<file path="src/rtl/tm1638_pkg.sv">
// Shared command bytes and state encodings for the TM1638 serial refresh block.
package tm1638_pkg;

  localparam logic [7:0] CMD_WRITE_AUTO = 8'h40;
  localparam logic [7:0] CMD_READ_KEYS  = 8'h42;
  localparam logic [7:0] CMD_ADDR0      = 8'hC0;
  localparam logic [3:0] CMD_DISP       = 4'b1000;

  typedef enum logic [2:0] {IDLE, MODE, ADDR, DISP, KEY} state_e;

  // Position inside one STB-low segment plus the trailing STB-high gap.
  typedef enum logic [2:0] {PH_PRE, PH_BYTES, PH_WAIT, PH_POST, PH_GAP} phase_e;

endpackage

</file>
<file path="src/rtl/tm1638_byte_shifter.sv">
// One-byte LSB-first serial shifter: H cycles low, H cycles high per bit;
// samples the input line on every low-to-high transition.
module tm1638_byte_shifter #(
  parameter int unsigned H = 2
) (
  input  logic       clk,
  input  logic       rst_n,
  input  logic       start,
  input  logic [7:0] tx_byte,
  input  logic       sio_data_in,
  output logic       busy,
  output logic       done,
  output logic       sclk,
  output logic       sdo,
  output logic [7:0] rx_byte
);

  localparam int unsigned CW = (H > 1) ? $clog2(H) : 1;

  logic          busy_q, busy_d;
  logic          half_q, half_d;
  logic [CW-1:0] cnt_q, cnt_d;
  logic [2:0]    bit_q, bit_d;
  logic [7:0]    sh_q, sh_d;
  logic [7:0]    rx_q, rx_d;
  logic          last_cyc;

  assign last_cyc = (cnt_q == CW'(H - 1));

  always_comb begin
    busy_d = busy_q;
    half_d = half_q;
    cnt_d  = cnt_q;
    bit_d  = bit_q;
    sh_d   = sh_q;
    rx_d   = rx_q;
    done   = busy_q && half_q && last_cyc && (bit_q == 3'd7);
    if (busy_q) begin
      if (last_cyc) begin
        cnt_d  = '0;
        half_d = !half_q;
        if (!half_q) begin
          rx_d = {sio_data_in, rx_q[7:1]};
        end else begin
          sh_d  = sh_q >> 1;
          bit_d = bit_q + 3'd1;
          if (bit_q == 3'd7) busy_d = 1'b0;
        end
      end else begin
        cnt_d = cnt_q + 1'b1;
      end
    end
    // A start on the done cycle chains the next byte with no idle gap.
    if (start) begin
      busy_d = 1'b1;
      half_d = 1'b0;
      cnt_d  = '0;
      bit_d  = '0;
      sh_d   = tx_byte;
    end
  end

  always_ff @(posedge clk or negedge rst_n) begin
    if (!rst_n) begin
      busy_q <= 1'b0;
      half_q <= 1'b0;
      cnt_q  <= '0;
      bit_q  <= '0;
      sh_q   <= '1;
      rx_q   <= '0;
    end else begin
      busy_q <= busy_d;
      half_q <= half_d;
      cnt_q  <= cnt_d;
      bit_q  <= bit_d;
      sh_q   <= sh_d;
      rx_q   <= rx_d;
    end
  end

  assign busy    = busy_q;
  assign sclk    = busy_q ? half_q : 1'b1;
  assign sdo     = busy_q ? sh_q[0] : 1'b1;
  assign rx_byte = rx_q;

endmodule

</file>
<file path="src/rtl/tm1638_serial_tx.sv">
// Continuous TM1638 display refresh over STB/CLK/DIO.
// Optional key-scan readback enabled by defining TM1638_KEY_READ_EN.
module tm1638_serial_tx
  import tm1638_pkg::*;
#(
  parameter int unsigned clk_mhz  = 50,
  parameter int unsigned sclk_khz = 500,
  parameter int unsigned w_digit  = 8,
  parameter int unsigned w_seg    = 8,
  parameter int unsigned w_led    = 8
) (
  input  logic             clk,
  input  logic             rst_n,
  input  logic [w_seg-1:0] hex [w_digit],
  input  logic [w_led-1:0] led,
  input  logic [2:0]       brightness,
  input  logic             display_on,
  output logic             sio_stb,
  output logic             sio_clk,
  output logic             sio_data_out,
  output logic             sio_data_oe,
  input  logic             sio_data_in,
  output logic [7:0]       keys,
  output logic             frame_done
);

  localparam int unsigned H  = clk_mhz * 1000 / (2 * sclk_khz);
  localparam int unsigned TW = (H > 0) ? $clog2(2 * H + 1) : 1;

  if (H < 1) begin : g_h_check
    $error("tm1638_serial_tx: half-period H must be at least one clk cycle");
  end

`ifdef TM1638_KEY_READ_EN
  localparam bit KEY_EN = 1'b1;
`else
  localparam bit KEY_EN = 1'b0;
`endif

  state_e           state_q, state_d;
  phase_e           phase_q, phase_d;
  logic [TW-1:0]    tmr_q, tmr_d;
  logic [4:0]       bidx_q, bidx_d;
  logic [w_seg-1:0] hex_q [w_digit];
  logic [w_seg-1:0] hex_d [w_digit];
  logic [w_led-1:0] led_q, led_d;
  logic [2:0]       bri_q, bri_d;
  logic             don_q, don_d;

  logic       want_start, sh_start, sh_busy, sh_done, sh_sclk, sh_sdo;
  logic [7:0] tx_byte, rx_byte;
  logic [4:0] sel_idx, last_idx;
  logic       h_end, gap_end;

`ifdef TM1638_KEY_READ_EN
  logic       oe_q, oe_d;
  logic [7:0] keys_q, keys_d;
  logic [7:0] kacc_q, kacc_d;
  logic [1:0] kb;
  assign kb = bidx_q[1:0] - 2'd1;
`else
  logic unused_rx;
  assign unused_rx = ^rx_byte;
`endif

  assign h_end    = (tmr_q == TW'(H - 1));
  assign gap_end  = (tmr_q == TW'(2 * H - 1));
  assign sel_idx  = (phase_q == PH_PRE) ? 5'd0 : bidx_q + 5'd1;
  assign last_idx = (state_q == ADDR) ? 5'd16 : (state_q == KEY) ? 5'd4 : 5'd0;
  assign sh_start = want_start && (!sh_busy || sh_done);

  // Byte about to be launched: index sel_idx within the current segment.
  always_comb begin
    int unsigned pos;
    pos     = (32'(sel_idx) - 1) >> 1;
    tx_byte = 8'hFF;
    case (state_q)
      MODE: tx_byte = CMD_WRITE_AUTO;
      ADDR: begin
        if (sel_idx == 5'd0) begin
          tx_byte = CMD_ADDR0;
        end else begin
          tx_byte = '0;
          if (sel_idx[0]) begin
            for (int unsigned i = 0; i < w_digit; i++)
              if (pos == i) tx_byte = 8'(hex_q[i]);
          end else begin
            for (int unsigned i = 0; i < w_led; i++)
              if (pos == i) tx_byte = {7'b0, led_q[i]};
          end
        end
      end
      DISP: tx_byte = {CMD_DISP, don_q, bri_q};
      KEY:  tx_byte = (sel_idx == 5'd0) ? CMD_READ_KEYS : 8'hFF;
      default: tx_byte = 8'hFF;
    endcase
  end

  always_comb begin
    state_d    = state_q;
    phase_d    = phase_q;
    tmr_d      = tmr_q + 1'b1;
    bidx_d     = bidx_q;
    hex_d      = hex_q;
    led_d      = led_q;
    bri_d      = bri_q;
    don_d      = don_q;
    want_start = 1'b0;
    frame_done = 1'b0;
`ifdef TM1638_KEY_READ_EN
    oe_d   = oe_q;
    keys_d = keys_q;
    kacc_d = kacc_q;
`endif
    if (state_q == IDLE) begin
      hex_d   = hex;
      led_d   = led;
      bri_d   = brightness;
      don_d   = display_on;
      state_d = MODE;
      phase_d = PH_PRE;
      tmr_d   = '0;
    end else begin
      case (phase_q)
        PH_PRE: if (h_end) begin
          want_start = 1'b1;
          phase_d    = PH_BYTES;
          bidx_d     = '0;
        end
        PH_BYTES: if (sh_done) begin
`ifdef TM1638_KEY_READ_EN
          if (state_q == KEY && bidx_q != 5'd0) begin
            kacc_d[{kb, 1'b0}] = rx_byte[0];
            kacc_d[{kb, 1'b1}] = rx_byte[4];
          end
`endif
          if (bidx_q == last_idx) begin
            phase_d = PH_POST;
            tmr_d   = '0;
          end else if (state_q == KEY && bidx_q == 5'd0) begin
            phase_d = PH_WAIT;
            tmr_d   = '0;
`ifdef TM1638_KEY_READ_EN
            oe_d    = 1'b0;
`endif
          end else begin
            want_start = 1'b1;
            bidx_d     = sel_idx;
          end
        end
        PH_WAIT: if (gap_end) begin
          want_start = 1'b1;
          phase_d    = PH_BYTES;
          bidx_d     = sel_idx;
        end
        PH_POST: if (h_end) begin
          phase_d = PH_GAP;
          tmr_d   = '0;
`ifdef TM1638_KEY_READ_EN
          if (state_q == KEY) begin
            keys_d = kacc_q;
            oe_d   = 1'b1;
          end
`endif
        end
        PH_GAP: if (gap_end) begin
          phase_d    = PH_PRE;
          tmr_d      = '0;
          frame_done = (state_q == KEY) || (state_q == DISP && !KEY_EN);
          case (state_q)
            MODE:    state_d = ADDR;
            ADDR:    state_d = DISP;
            DISP:    state_d = KEY_EN ? KEY : IDLE;
            default: state_d = IDLE;
          endcase
        end
        default: phase_d = PH_PRE;
      endcase
    end
  end

  always_ff @(posedge clk or negedge rst_n) begin
    if (!rst_n) begin
      state_q <= IDLE;
      phase_q <= PH_PRE;
      tmr_q   <= '0;
      bidx_q  <= '0;
      hex_q   <= '{default: '0};
      led_q   <= '0;
      bri_q   <= '0;
      don_q   <= 1'b0;
`ifdef TM1638_KEY_READ_EN
      oe_q    <= 1'b1;
      keys_q  <= '0;
      kacc_q  <= '0;
`endif
    end else begin
      state_q <= state_d;
      phase_q <= phase_d;
      tmr_q   <= tmr_d;
      bidx_q  <= bidx_d;
      hex_q   <= hex_d;
      led_q   <= led_d;
      bri_q   <= bri_d;
      don_q   <= don_d;
`ifdef TM1638_KEY_READ_EN
      oe_q    <= oe_d;
      keys_q  <= keys_d;
      kacc_q  <= kacc_d;
`endif
    end
  end

  tm1638_byte_shifter #(.H(H)) u_shifter (
    .clk         (clk),
    .rst_n       (rst_n),
    .start       (sh_start),
    .tx_byte     (tx_byte),
    .sio_data_in (sio_data_in),
    .busy        (sh_busy),
    .done        (sh_done),
    .sclk        (sh_sclk),
    .sdo         (sh_sdo),
    .rx_byte     (rx_byte)
  );

  assign sio_stb      = !(state_q != IDLE && phase_q != PH_GAP);
  assign sio_clk      = sh_sclk;
  assign sio_data_out = sh_sdo;
`ifdef TM1638_KEY_READ_EN
  assign sio_data_oe  = oe_q;
  assign keys         = keys_q;
`else
  assign sio_data_oe  = 1'b1;
  assign keys         = '0;
`endif

endmodule

</file>
<file path="config.mk">
export PLATFORM = sky130hd
export DESIGN_NAME = tm1638_serial_tx
export DESIGN_NICKNAME = d
export VERILOG_FILES = /design/src/rtl/tm1638_pkg.sv /design/src/rtl/tm1638_byte_shifter.sv /design/src/rtl/tm1638_serial_tx.sv
export SDC_FILE = /design/constraint.sdc
export NUM_CORES = 1
export LEC_CHECK = 0
export CAP_MARGIN = 10
export CORE_MARGIN = 3
export CORE_UTILIZATION = 45
export CTS_CLUSTER_DIAMETER = 100
export DETAILED_ROUTE_END_ITERATION = 6
export PLACE_DENSITY_LB_ADDON = 0.1
export SLEW_MARGIN = 20
export SYNTH_ARGS = -nofsm -noshare
export SYNTH_HDL_FRONTEND = slang
export SYNTH_SLANG_ARGS = --single-unit
</file>
<file path="constraint.sdc">
create_clock -name clk -period 10 [get_ports clk]
set_input_delay 1 -clock clk [delete_from_list [all_inputs] [get_ports clk]]
set_output_delay 1 -clock clk [all_outputs]
set_load 0.005 [all_outputs]
</file>
Word level (Yosys, flattened, before mapping). Cells that the tools add are included. Widths: inputs -> output; s select.

Register bits after elaboration: 113. Bits of input ports: 79. Logic and storage cells: 166.

Bitwise logic cells: 1. Reduce and logical (&&, ||, !) cells: 28. Muxes and demuxes: 80. $add $sub $neg: 5. Equality and inequality tests: 32.

Operator list (number): $mux 8 (22); $eq 31x3->1 const B (4); $eq 31x2->1 const B (2); $mux 3 (16); $mux 7 (6); $mux 5 (7); $logic_not 32->1 (1); $pmux 8 s4 (1); $eq 31x1->1 const B (1); $pmux 7 s3 (1); $mux 1 (20); $mux 6 (3); $ne 3x3->1 const B (5); $pmux 3 s5 (1); $pmux 5 s3 (1); $eq 3x2->1 const B (4); $logic_not 5->1 (2); $ne 2x2->1 const B (5); $reduce_bool 2->1 (5); $eq 3x3->1 const B (3); $add 7x1->7 const B (1); $eq 7x6->1 const B (1); $eq 7x7->1 const B (1); $reduce_and 7->1 (1); other kinds (20) (32).

Longest topological paths before layout.
Word-level depth: 16. Mapped depth: 15.

Modules after synthesis. Synthesis repeated with hierarchy kept, for this count alone.

Cell total of the unflattened synthesis: 593. Area total of the unflattened synthesis: 6538.8 µm².

Modules (own cells, without submodules): tm1638_serial_tx (area each 5241.3 µm², times used 1, sequential area each 2327.2 µm², cells an instance 479); tm1638_byte_shifter (area each 1297.5 µm², times used 1, sequential area each 685.7 µm², cells an instance 114).

Worst setup path after synthesis. Ideal clock, no wire load.

Path type: flip-flop to flip-flop. Start point: register phase_q[1]. End point: register u_shifter.sh_q[2]. Slack: 6.698 ns. Setup time: 0.083 ns. Buffers on the path: 4. Required time: 9.917 ns. Arrival time: 3.218 ns. Stages on the path, launching flop included: 15. Path through: dfrtp_1 > buf_2 > nor3_2 > nor2_1 > inv_1 > ha_1 > clkbuf_1 > nand4_1 > or3_4 > and3_4 > buf_6 > or2_1 > buf_6 > o221a_1 > a221o_1.

Cells in the longest elaborated chain, start to end: 16. Elaborated cells on any way between the ends: 40. Classes of those cells: 1 x add/sub; 9 x eq/ne; 22 x mux; 8 x reduce/logical.

RTL lines: start, declared (RTL line tm1638_serial_tx.sv:41) `phase_e phase_q, phase_d;`; start signal, assigned (RTL line tm1638_serial_tx.sv:199) `phase_q <= phase_d;`; $logic_not 3->1 (RTL line tm1638_serial_tx.sv:68, tm1638_serial_tx.sv:124); $mux 5 (RTL line tm1638_serial_tx.sv:68) `assign sel_idx = (phase_q == PH_PRE) ? 5'd0 : bidx_q + 5'd1;`; $sub 5x1->6 (RTL line tm1638_serial_tx.sv:75) `pos = (32'(sel_idx) - 1) >> 1;`; $logic_not 32->1 (RTL line tm1638_serial_tx.sv:86) `if (pos == i) tx_byte = 8'(hex_q[i]);`; $mux 8 (8 in a row) (RTL line tm1638_serial_tx.sv:86); $mux 8 (RTL line tm1638_serial_tx.sv:84) `if (sel_idx[0]) begin`; $mux 8 (RTL line tm1638_serial_tx.sv:80) `if (sel_idx == 5'd0) begin`; $pmux 8 s4 (RTL line tm1638_serial_tx.sv:77) `case (state_q)`; $mux 8 (RTL line tm1638_byte_shifter.sv:54) `if (start) begin`; end signal, assigned (RTL line tm1638_byte_shifter.sv:69) `sh_q <= '1;`; end signal, assigned (RTL line tm1638_byte_shifter.sv:76) `sh_q <= sh_d;`; end, declared (RTL line tm1638_byte_shifter.sv:24) `logic [7:0] sh_q, sh_d;`.

Parallel ways exist; a longest one is shown, timed or not. A chain may end at the register's enable or synchronous reset.

Final worst setup path.
Start point: register phase_q[1]. End point: register u_shifter.sh_q[1].

Same word-level chain as after synthesis.

==> impl_metrics.yaml <==
flow_run:
  drv_cap: 0
pwr:
  p_leak_nw: 2.90
  ir_drop_mv: 0.102
  powerDensity_nw_per_um2: 122
global_routing:
  overflow: 0
  grt_usage: 0.203
  grt_start_max_net_pins: 95
  grt_first_pass_wirelength_um: 23800
  grt_pass1_vias: 4664
  antenna_found_initial: 1
synthesis:
  async_flop_share: 1.00
  syn_area_sq_um: 6140
  ys_ff_latch: 112
  synth_mux_area_frac: 0.142
  syn_avg_cell_area_sq_um: 10.3
  synth_flop_cell: "dfrtp_1"
  yosys_warnings: 0
  synthAdderAreaFrac: 0.0265
  ys_seq_area_frac: 0.458
  synth_compound_area_frac: 0.155
  synth-edff-count: 0
  synth_top_family_by_area: "compound AO/OA/AOI/OAI gates"
  yosysUniqueCellTypes: 71
  syn_inst: 596
  synth-xor-area-share: 0.0255
  synthSimpleGateAreaFrac: 0.146
worst_setup_path:
  reg2reg_to: "u_shifter.sh_q[1]"
  crit_slowest_cell: "nor3_2"
  crit_family: "simple AND/OR/NAND/NOR gates"
  cp_max_fo: 18
  crit_buf_inv: 1
  reg2reg_slack_ns: 5.85
  crit_required_ns: 10.31
  r2r_cells: 11
  rr_startpoint: "phase_q[1]"
  path_class: "reg -> reg"
  path_cells: "nor3_2, nor2_1, inv_1, ha_1, a21boi_2, or2_1, nand2b_1, nor2_1, a222oi_1, o21ai_0, a22o_1"
  slowest_delay_ns: 0.61
  cp.arrival_ns: 4.46
  startpoint_type: "register"
  end_kind: "register"
  crit_top_cell: "nor2_1"
clock_tree:
  cts_tree: "yes"
  cts_resized: 0
  clock-sinks: 112
  clkTransAtPathRegs_ns: 0.07
  cts_buffers: 9
  postCtsHoldBufs: 0
  cts_setup_buffers: 0
  clk_latency_ns: 0.37
  root_buffer: "clkbuf_16"
  h-tree-depth: 3
  clockBufferDepth: 2
timing:
  rsz0062_at_grt: "no"
  final.setup_skew_ns: 0.00655
  slew_viol_final: 0
  timing.fmax_ghz: 0.241
  worst_slew_pin_slew_ns: 0.938
  tns_ns: 0
  period_minus_slack_ns: 4.15
  worst_slack_ns: 5.85
  period_share: 0.415
  hold_violations: 0
  relSlewSlack: 0.372
  setup_viol: 0
drt:
  dr.pass1.iters: 5
  dr_total_vias: 4757
  via_per_inst: 5.67
  route.detailed.drc: 0
  drt_iter0_drc: 333
  wl_per_cell_um: 17.4
  postRouteAntennaNets: 0
  wirelength_um: 14600
floorplanning:
  chipHeight_um: 123
  die_w_um: 123
  fp.dieArea_sq_um: 15100
  num_rows: 42
  core_area_sq_um: 13300
  pin_count: 92
  start_util: 0.462
place:
  dp_hpwl_um: 10500
  port_buffers: 81
  postPlaceCellArea_sq_um: 7000
  gp_congestion: 0.842
  placed_cells: 823
  place_worst_setup_slack_ns: 5.83
finish:
  post-route-util: 0.549
  design_area_sq_um: 7300
  finalNonFillerCells: 839
  nFillCells: 1203
  layout-drive-gt1-share: 0.173
  fin_nets: 750
  multi_input_area_sq_um: 3080
  regArea_sq_um: 2810
  most-common-layout-cells: "dfrtp_1, clkdlybuf4s50_1, mux2_2, nand2_1, nor2_1"
  mostFrequentLayoutCell: "dfrtp_1"
  antenna_cells: 0
  syn_to_final_growth_pct: 19.0
min_path:
  min_path_cells: 1
  worstHoldStart: "tmr_q[0]"
  hold_path.class: "reg -> reg"
  hold_end: "tmr_q[0]"
outcome:
  outcome: "finished, final reports clean"
==> logic make-up after synthesis <==
group	Yosys count
buffers and inverters	56
AOI/OAI and AO/OA	134
xor gates and xnor gates	17
muxes	78
adders and majority gates	13
and+or+nand+nor	184
other	2
DFF	112
==> sequential cells by signal, indices dropped and copies added (netlist names) <==
signal	count
led_q	8
u_shifter.cnt_q	6
state_q	2
bri_q	3
bidx_q	5
u_shifter.busy	1
u_shifter.half_q	1
tmr_q	7
u_shifter.bit_q	3
don_q	1
u_shifter.sh_q	8
phase_q	3
hex_q	64
==> per-layer routing <==
metal	wire, um	track usage	up-vias
li1	-	-	2277
met1	6680	0.275	2326
met2	6900	0.317	131
met3	758	0.0530	21
met4	204	0.0658	2
met5	13	0	-
==> worst register-to-register path, stage by stage (launching register included) <==
cell and delay [ns]:
dfrtp_1 0.57, nor3_2 0.61, nor2_1 0.26, inv_1 0.20, ha_1 0.41, a21boi_2 0.29
or2_1 0.45, nand2b_1 0.28, nor2_1 0.45, a222oi_1 0.22, o21ai_0 0.19, a22o_1 0.16
==> worst max-delay path by stage <==
stage	from	to	slack [ns]	cells after the start
finish	phase_q[1]	u_shifter.sh_q[1]	5.85	11
global route	phase_q[1]	u_shifter.sh_q[4]	5.44	11
CTS	phase_q[1]	u_shifter.sh_q[4]	5.79	11
detailed placement	phase_q[1]	u_shifter.sh_q[0]	5.83	11
global placement	phase_q[1]	u_shifter.sh_q[0]	5.90	11
floorplan	phase_q[1]	u_shifter.sh_q[2]	6.70	14
==> final cells by class <==
cell class	count	area share
inverter	17	0.00874
multi-input combinational	435	0.423
timing repair buffer	83	0.113
tap	176	0.0302
sequential	112	0.385
clock buffer	10	0.0314
clock inverter	6	0.00857
==> through the flow <==
step                      hold slack, ns  power [W]
after floorplan                    0.453   0.000500
after global placement             0.474   0.000542
after CTS                          0.492   0.000900
after detailed placement           0.482   0.000544
final                              0.488   0.000891
after global routing               0.527   0.000926
==> synthesized netlist by cell type (all sizes together) (3+ instances only) <==
| cell type | number | area (sq um) |
|---|---|---|
| nor2 | 48 | 183 |
| inv | 17 | 63.8 |
| mux2i | 5 | 50.1 |
| or2 | 3 | 18.8 |
| o211ai | 7 | 57.6 |
| mux2 | 73 | 822 |
| buf | 20 | 143 |
| ha | 13 | 163 |
| o21ai | 33 | 169 |
| nor3b | 4 | 30.0 |
| o221a | 3 | 33.8 |
| a221oi | 4 | 35.0 |
| nand2b | 10 | 62.6 |
| o22ai | 7 | 43.8 |
| o31ai | 11 | 87.6 |
| nand2 | 52 | 195 |
| a221o | 3 | 30.0 |
| clkbuf | 19 | 71.3 |
| and3 | 6 | 48.8 |
| nor2b | 4 | 25.0 |
| dfstp | 8 | 210 |
| nand3 | 22 | 110 |
| or3 | 4 | 30.0 |
| a31oi | 6 | 37.5 |
| a222oi | 4 | 40.0 |
| a22o | 7 | 61.3 |
| dfrtp | 104 | 2600 |
| a22oi | 6 | 45.0 |
| xor2 | 6 | 52.6 |
| and2 | 3 | 18.8 |
| a21oi | 19 | 95.1 |
| nor3 | 15 | 85.1 |
| nand4 | 8 | 50.1 |
| xnor2 | 11 | 104 |
==> power by group <==
part / switching [W] / total [W] / internal, W / leakage, nW
Combinational: 0.0000191 / 0.0000567 / 0.0000377 / 1.41
Clock: 0.000181 / 0.000357 / 0.000176 / 0.142
Sequential: 0.00000857 / 0.000477 / 0.000468 / 1.34
Total: 0.000209 / 0.000891 / 0.000682 / 2.90
No activity file was read; power rests on OpenSTA's default activity.
